--- src/rtl/mem_stage.sv ---
// rtl/mem_stage.sv - MEM pipeline stage: load response wait, data align/extend, flush discard tracking.
// Optional MEM-to-decode bypass enabled by defining MS_BYPASS_EN.
module mem_stage #(
  parameter int SIDE_WD         = 150,
  parameter int ES_TO_MS_BUS_WD = 76 + SIDE_WD,
  parameter int MS_TO_WS_BUS_WD = 70 + SIDE_WD + 1
) (
  input  logic                       clk,
  input  logic                       reset,
  input  logic                       es_to_ms_valid,
  input  logic [ES_TO_MS_BUS_WD-1:0] es_to_ms_bus,
  output logic                       ms_allowin,
  input  logic                       ws_allowin,
  output logic                       ms_to_ws_valid,
  output logic [MS_TO_WS_BUS_WD-1:0] ms_to_ws_bus,
  input  logic                       data_sram_data_ok,
  input  logic [31:0]                data_sram_rdata,
  input  logic                       ws_flush_pipe,
  output logic                       ms_ex,
  output logic [38:0]                ms_fwd_bus
);

  localparam int ES_REQ_BIT = 74;
  // vaddr occupies the low 32 sideband bits with ertn directly above it
  localparam int ERTN_BIT   = 32;

  logic                       ms_valid_q, ms_valid_d;
  logic [ES_TO_MS_BUS_WD-1:0] es_bus_q;
  logic [1:0]                 discard_cnt_q, discard_cnt_d;
  logic                       rdata_buf_valid_q, rdata_buf_valid_d;
  logic [31:0]                rdata_buf_q, rdata_buf_d;

  logic [SIDE_WD-1:0] ms_side;
  logic               ms_ex_flag, ms_req_issued, ms_mem_re, ms_gr_we;
  logic [2:0]         ms_mem_type;
  logic [4:0]         ms_dest;
  logic [31:0]        ms_alu_result, ms_pc;

  assign {ms_side, ms_ex_flag, ms_req_issued, ms_mem_type, ms_mem_re, ms_gr_we,
          ms_dest, ms_alu_result, ms_pc} = es_bus_q;

  logic need_resp, data_ok_accepted, ms_ready_go, ms_leave;
  logic inc_ms, inc_es, dec_cnt;

  assign need_resp        = ms_valid_q && ms_req_issued;
  assign data_ok_accepted = data_sram_data_ok && (discard_cnt_q == 2'd0);
  assign ms_ready_go      = !need_resp || rdata_buf_valid_q || data_ok_accepted;
  assign ms_allowin       = (!ms_valid_q || (ms_ready_go && ws_allowin)) && (discard_cnt_q == 2'd0);
  assign ms_to_ws_valid   = ms_valid_q && ms_ready_go;
  assign ms_leave         = ms_to_ws_valid && ws_allowin;

  // Requests killed by a flush still owe a data_ok; count them so it is dropped
  assign inc_ms  = ws_flush_pipe && need_resp && !rdata_buf_valid_q && !data_sram_data_ok;
  assign inc_es  = ws_flush_pipe && es_to_ms_valid && es_to_ms_bus[ES_REQ_BIT];
  assign dec_cnt = data_sram_data_ok && (discard_cnt_q != 2'd0);

  always_comb begin
    ms_valid_d        = ms_valid_q;
    rdata_buf_valid_d = rdata_buf_valid_q;
    rdata_buf_d       = rdata_buf_q;
    discard_cnt_d     = discard_cnt_q + {1'b0, inc_ms} + {1'b0, inc_es} - {1'b0, dec_cnt};

    if (ws_flush_pipe) begin
      ms_valid_d = 1'b0;
    end else if (ms_allowin) begin
      ms_valid_d = es_to_ms_valid;
    end

    if (ws_flush_pipe || ms_leave) begin
      rdata_buf_valid_d = 1'b0;
    end else if (need_resp && data_ok_accepted && !ws_allowin) begin
      rdata_buf_valid_d = 1'b1;
      rdata_buf_d       = data_sram_rdata;
    end
  end

  always_ff @(posedge clk or negedge reset) begin
    if (!reset) begin
      ms_valid_q        <= 1'b0;
      discard_cnt_q     <= 2'd0;
      rdata_buf_valid_q <= 1'b0;
      rdata_buf_q       <= 32'd0;
    end else begin
      ms_valid_q        <= ms_valid_d;
      discard_cnt_q     <= discard_cnt_d;
      rdata_buf_valid_q <= rdata_buf_valid_d;
      rdata_buf_q       <= rdata_buf_d;
    end
  end

  always_ff @(posedge clk) begin
    if (es_to_ms_valid && ms_allowin) begin
      es_bus_q <= es_to_ms_bus;
    end
  end

  logic [31:0] load_word, load_ext, final_result;
  logic [7:0]  load_byte;
  logic [15:0] load_half;

  assign load_word = rdata_buf_valid_q ? rdata_buf_q : data_sram_rdata;
  assign load_half = ms_alu_result[1] ? load_word[31:16] : load_word[15:0];

  always_comb begin
    load_byte = load_word[7:0];
    case (ms_alu_result[1:0])
      2'd1:    load_byte = load_word[15:8];
      2'd2:    load_byte = load_word[23:16];
      2'd3:    load_byte = load_word[31:24];
      default: load_byte = load_word[7:0];
    endcase
  end

  always_comb begin
    load_ext = load_word;
    case (ms_mem_type)
      3'b001:  load_ext = {{24{load_byte[7]}}, load_byte};
      3'b101:  load_ext = {24'd0, load_byte};
      3'b010:  load_ext = {{16{load_half[15]}}, load_half};
      3'b110:  load_ext = {16'd0, load_half};
      default: load_ext = load_word;
    endcase
  end

  assign final_result = ms_mem_re ? load_ext : ms_alu_result;
  assign ms_to_ws_bus = {ms_side, ms_ex_flag, ms_gr_we, ms_dest, final_result, ms_pc};
  assign ms_ex        = ms_valid_q && (ms_ex_flag || ms_side[ERTN_BIT]);

`ifdef MS_BYPASS_EN
  assign ms_fwd_bus = {ms_valid_q && ms_gr_we, ms_valid_q && ms_mem_re && !ms_ready_go,
                       ms_dest, final_result};
`else
  assign ms_fwd_bus = 39'd0;
`endif

endmodule

--- config.mk ---
export PLATFORM = sky130hd
export DESIGN_NAME = mem_stage
export DESIGN_NICKNAME = d
export VERILOG_FILES = /design/src/rtl/mem_stage.sv
export SDC_FILE = /design/constraint.sdc
export NUM_CORES = 1
export LEC_CHECK = 0
export CAP_MARGIN = 25
export CORE_AREA = 3 3 201 203
export CTS_BUF_LIST = sky130_fd_sc_hd__clkbuf_8
export CTS_CLUSTER_DIAMETER = 30
export DETAILED_ROUTE_END_ITERATION = 10
export DIE_AREA = 0 0 204 206
export GPL_ROUTABILITY_DRIVEN = 0
export SYNTH_ARGS = -nofsm -noshare
export SYNTH_HDL_FRONTEND = slang
export SYNTH_SLANG_ARGS = --single-unit
--- constraint.sdc ---
create_clock -name clk -period 7.9 [get_ports clk]
set_input_delay 1.58 -clock clk [delete_from_list [all_inputs] [get_ports clk]]
set_output_delay 1.58 -clock clk [all_outputs]
set_load 0.05 [all_outputs]
# ---- Word-level counts from Yosys, hierarchy flattened
# Index checks and enable logic that the tools add are counted.
dict set report classes {
  n_addsub 3
  eq_ne 7
  muxes 9
  bitwise 1
  n_reduce_logical 31
}
# operator n
set ops {}
lappend ops {{32-bit case mux with 4 select lines} 1}
lappend ops {{32-bit two-way mux} 2}
lappend ops {{8-bit case mux with 3 select lines} 1}
lappend ops {{1-bit logical AND} 16}
lappend ops {{16-bit two-way mux} 1}
lappend ops {{3-bit == test (second input constant)} 2}
lappend ops {{2-bit nonzero test} 3}
lappend ops {{1-bit logical NOT} 5}
lappend ops {{1-bit logical OR} 5}
lappend ops {{2-bit by 1-bit adder with 2-bit output} 2}
lappend ops {{2-bit == test (second input constant)} 2}
lappend ops {{1-bit two-way mux} 4}
lappend ops {{3-bit by 1-bit == test with 1-bit output (second input constant)} 1}
lappend ops {{3-bit by 2-bit == test with 1-bit output (second input constant)} 1}
lappend ops {{2-bit by 1-bit == test with 1-bit output (second input constant)} 1}
lappend ops {{2-bit logical NOT} 1}
lappend ops {{2-bit AND reduction} 1}
lappend ops {{2-bit by 1-bit subtractor with 2-bit output} 1}
lappend ops {{1-bit NOT} 1}
dict set report word_totals {
  reg_bits 262
  in_bits 264
  out_inout_bits 263
  elab_cells 56
}

# ---- Longest topological paths before layout
dict set report logic_depth {
  word_depth 9
  depth_mapped 8
  mapped_depth_nobuf 5
}

# ---- Least setup slack after synthesis
# No wires, ideal clock.
dict set report synth_timing {
  kind {input to register}
  start {input data_sram_data_ok}
  end {register es_bus_q[0], enable pin}
  setup_ns 0.578
  arrival_ns 6.279
  required_time_ns 7.322
  slack_ns 1.043
  path_stages 4
  n_path_buf 0
  path_cell_list {nor3b_1 -> o21ai_0 -> nand3_1 -> inv_1}
}
dict set report synth_via {
  elab_chain_cells 6
}
# item line
set synth_lines {}
lappend synth_lines {{start: declaration} 16} ;# input logic data_sram_data_ok,
lappend synth_lines {{1-bit logical AND} 46} ;# assign data_ok_accepted = data_sram_data_ok && (discard_cnt_q == 2'd0);
lappend synth_lines {{1-bit logical OR} 47} ;# assign ms_ready_go = !need_resp || rdata_buf_valid_q || data_ok_accepted;
lappend synth_lines {{1-bit logical AND} 48} ;# assign ms_allowin = (!ms_valid_q || (ms_ready_go && ws_allowin)) && (discard_cnt_q == 2'd0);
lappend synth_lines {{1-bit logical OR} 48}
lappend synth_lines {{1-bit logical AND} 48}
lappend synth_lines {{1-bit logical AND} 92} ;# if (es_to_ms_valid && ms_allowin) begin
lappend synth_lines {{end signal: assignment} 93} ;# es_bus_q <= es_to_ms_bus;
lappend synth_lines {{end: declaration} 28} ;# logic [ES_TO_MS_BUS_WD-1:0] es_bus_q;
# Every way passes these cells.
# A chain may end at the register's enable or synchronous reset.

# ---- Worst setup path after layout
dict set report layout_timing {
  start {input data_sram_rdata[31]}
  end {output ms_to_ws_bus[49]}
}
dict set report layout_via {
  elab_chain_cells 4
  elab_cells_between_ends 5
}
# item line
set layout_lines {}
lappend layout_lines {{start: declaration} 17} ;# input logic [31:0] data_sram_rdata,
lappend layout_lines {{32-bit two-way mux *} 101} ;# assign load_word = rdata_buf_valid_q ? rdata_buf_q : data_sram_rdata;
lappend layout_lines {{8-bit case mux with 3 select lines / 16-bit two-way mux (equally long branches)} {106, 102}}
lappend layout_lines {{32-bit case mux with 4 select lines *} 116} ;# case (ms_mem_type)
lappend layout_lines {{32-bit two-way mux *} 125} ;# assign final_result = ms_mem_re ? load_ext : ms_alu_result;
lappend layout_lines {{end: declaration} 15} ;# output logic [MS_TO_WS_BUS_WD-1:0] ms_to_ws_bus,
# Every way passes the cells marked *; elsewhere a longest branch is shown, timed or not.

==> impl_metrics.ini <==
[route]
drtPass1Iterations = 5
route.detailed.drc = 0
wirelength_mm = 37.3
ant_nets = 0
drt-initial-drc-count = 358
viasPerCell = 4.25
drt-wirelength-per-cell_um = 21.8
num_vias = 7262

[timing]
fmax_mhz = 170
finalHoldViolations = 0
tns_ps = 0
min_period_over_period_pct = 74.5
worstMarginPinSlew_ps = 1010
max_slew_margin_pct = 32.6
period_minus_slack_ps = 5890
clock_skew_ps = 24.0
drv_slew = 0
setup_viol = 0
rsz0062_at_grt = no

[grt]
grt_pass1_vias = 7490
grt_pass1_wl_mm = 51.7
grt-ovfl-total = 0
grt_usage_pct = 17.1
grt_max_degree = 136
antenna_found_initial = 8

[worst_setup_path]
r2r_end = es_bus_q[144]$_DFFE_PP_
ff2ff_path_depth = 5
required_ps = 6320
cp-start-kind = input pin
reg2reg_slack_ps = 4820
crit_type = in -> out
reg2reg_from = rdata_buf_valid_q$_DFFE_PN0P_
cp_max_fo = 16
critical_path_arrival_ps = 4310
end_kind = primary output

[final_layout]
synthToLayoutAreaGrowth_pct = 46.0
final_cell_mix = clkdlybuf4s50_1 (486), edfxtp_1 (226), clkbuf_8 (78), conb_1 (39), nor2_1 (38)
mostFrequentLayoutCell = clkdlybuf4s50_1
fin_nets = 1398
drive_gt1_share_pct = 14.6

[floorplan]
pin_count = 527
die_w_um = 204
initial_core_util_pct = 30.2
fp.dieH_um = 206
core_mm2 = 0.0386
die_area_mm2 = 0.0420
rows = 72

[placement]
hpwlAfterDp_mm = 28.6
numPortBuffers = 487

[logic_synthesis]
synth-async-reset-ratio_pct = 13.7
avgSynthCellArea_um2 = 14.9
synth_seq_cells = 262
ys_seq_area_share_pct = 65.9
synth.distinct_cells = 51
synth-edff-count = 226
synth_area_mm2 = 0.0117
ys_warn_count = 0
synth_ff_type = edfxtp_1
synthCells = 781

[clock_tree]
cts_made_buffers = 72
cts_root_buf = clkbuf_8
clk_path_buf_depth = 3
clkLatencyLatePin_ps = 600
post_cts.repair.setup_buffers = 0
cts_sinks = 262
clk_pin_slew_ps = 50
cts_tree = built
cts_hold_buf = 0
htree_levels = 3
cts-resized-gates = 0

[power_and_ir_drop]
seqPwrFrac_pct = 34.8
power.leakage_nw = 6.31
internal-power_mw = 3.53
power.total_mw = 5.51
p_sw_share_pct = 35.9
share_comb_of_total_power_pct = 31.8
ir_drop_mv = 0.175
powerDensity_mw_per_mm2 = 324
pwr-share-clk_pct = 33.3
p_switching_mw = 1.98

[min_path]
hold_start = rdata_buf_q[17]$_DFFE_PN0P_
holdPathEnd = rdata_buf_q[17]$_DFFE_PN0P_
worstHoldPathCells = 1
hp-class = reg -> reg

[status]
status = finished, final reports clean

[job]
maxCapViolCount = 0
sequential cells by signal (all words and copies together), names as in the netlist:
name,count
es_bus_q,226
rdata_buf_valid_q,1
discard_cnt_q,2
rdata_buf_q,32
ms_valid_q,1
worst max-delay path by stage:
stage,from,to,slack (ps)
2_1_floorplan,data_sram_data_ok,es_bus_q[0]$_DFFE_PP_,1040
3_3_place_gp,data_sram_rdata[31],ms_to_ws_bus[57],2070
3_5_place_dp,data_sram_rdata[31],ms_to_ws_bus[49],2000
4_1_cts,data_sram_rdata[31],ms_to_ws_bus[49],1980
5_1_grt,data_sram_rdata[31],ms_to_ws_bus[49],1920
6_report,data_sram_rdata[31],ms_to_ws_bus[49],2010
power groups by stage:
stage | clock, mW | combinational [mW] | sequential (mW)
2_1_floorplan | 0 | 1.32 | 1.96
3_3_place_gp | 0 | 1.77 | 1.93
3_5_place_dp | 0 | 1.77 | 1.94
4_1_cts | 1.90 | 1.78 | 1.92
5_1_grt | 1.97 | 1.82 | 1.94
6_report | 1.84 | 1.75 | 1.92
critical path, stage by stage:
cell,delay [ps]
clkdlybuf4s50_1,470
mux4_2,500
and3b_1,210
a21oi_4,580
a31oi_1,200
clkdlybuf4s50_1,750
cells by family (layout without fill, tap and decap cells):
logic type / count (synthesis) / after routing / share of synthesized area, %
XOR/XNOR: 1 / 1 / 0.0751
AND/OR/NAND/NOR: 93 / 93 / 3.77
flip-flops: 262 / 262 / 65.9
other: 1 / 40 / 0.0322
adder cells (fa/ha/maj): 1 / 1 / 0.172
AO/OA/AOI/OAI: 84 / 84 / 5.66
multiplexers: 70 / 70 / 7.62
buffers and inverters: 269 / 640 / 16.7
synth_stat cells, drive strengths merged (2+ instances only):
library cell	count	area share, %
mux2	40	4.8
a22oi	13	0.84
dfrtp	36	7.7
mux2i	28	2.4
clkbuf	15	0.48
o22ai	5	0.27
o221ai	6	0.45
buf	239	16
a22o	2	0.15
a31oi	31	2.2
nand2	20	0.64
mux4	2	0.39
or3	11	0.59
a221oi	3	0.43
nand3	6	0.26
o21ai	8	0.34
and2	2	0.12
nor2	39	1.3
inv	15	0.48
a21oi	9	0.48
nor2b	6	0.32
edfxtp	226	58
through the flow:
| step | instances | area, µm² | util (%) | worst slack [ps] | hold WS [ps] |
|---|---|---|---|---|---|
| after detailed placement | 1577 | 15500 | 40.1 | 2000 | 490 |
| final | 1709 | 17000 | 44.0 | 2010 | 505 |
| after global placement | 1576 | 15500 | 40.1 | 2070 | 487 |
| after CTS | 1708 | 17000 | 44.0 | 1980 | 501 |
| after floorplan | 819 | 11800 | - | 1040 | 476 |
| after global routing | 1708 | 17000 | 44.0 | 1920 | 509 |
layer usage:
metal / track usage (%) / vias up / wire length [µm]
met5: 0 / - / 80
met3: 7.64 / 82 / 3750
met4: 7.37 / 14 / 1200
met2: 29.8 / 397 / 19500
li1: - / 3288 / -
met1: 17.8 / 3481 / 12800
cell type report:
class	count	area, µm²
clock buffers	78	1070
multi-input cells	288	2160
repair buffers	494	4930
fillers	3516	21600
inverters	15	63.8
clock inverters	53	440
well taps	518	648
diodes	1	2.50
flip-flops and latches	262	7690
Note: power is estimated with default switching activity, not from simulation.
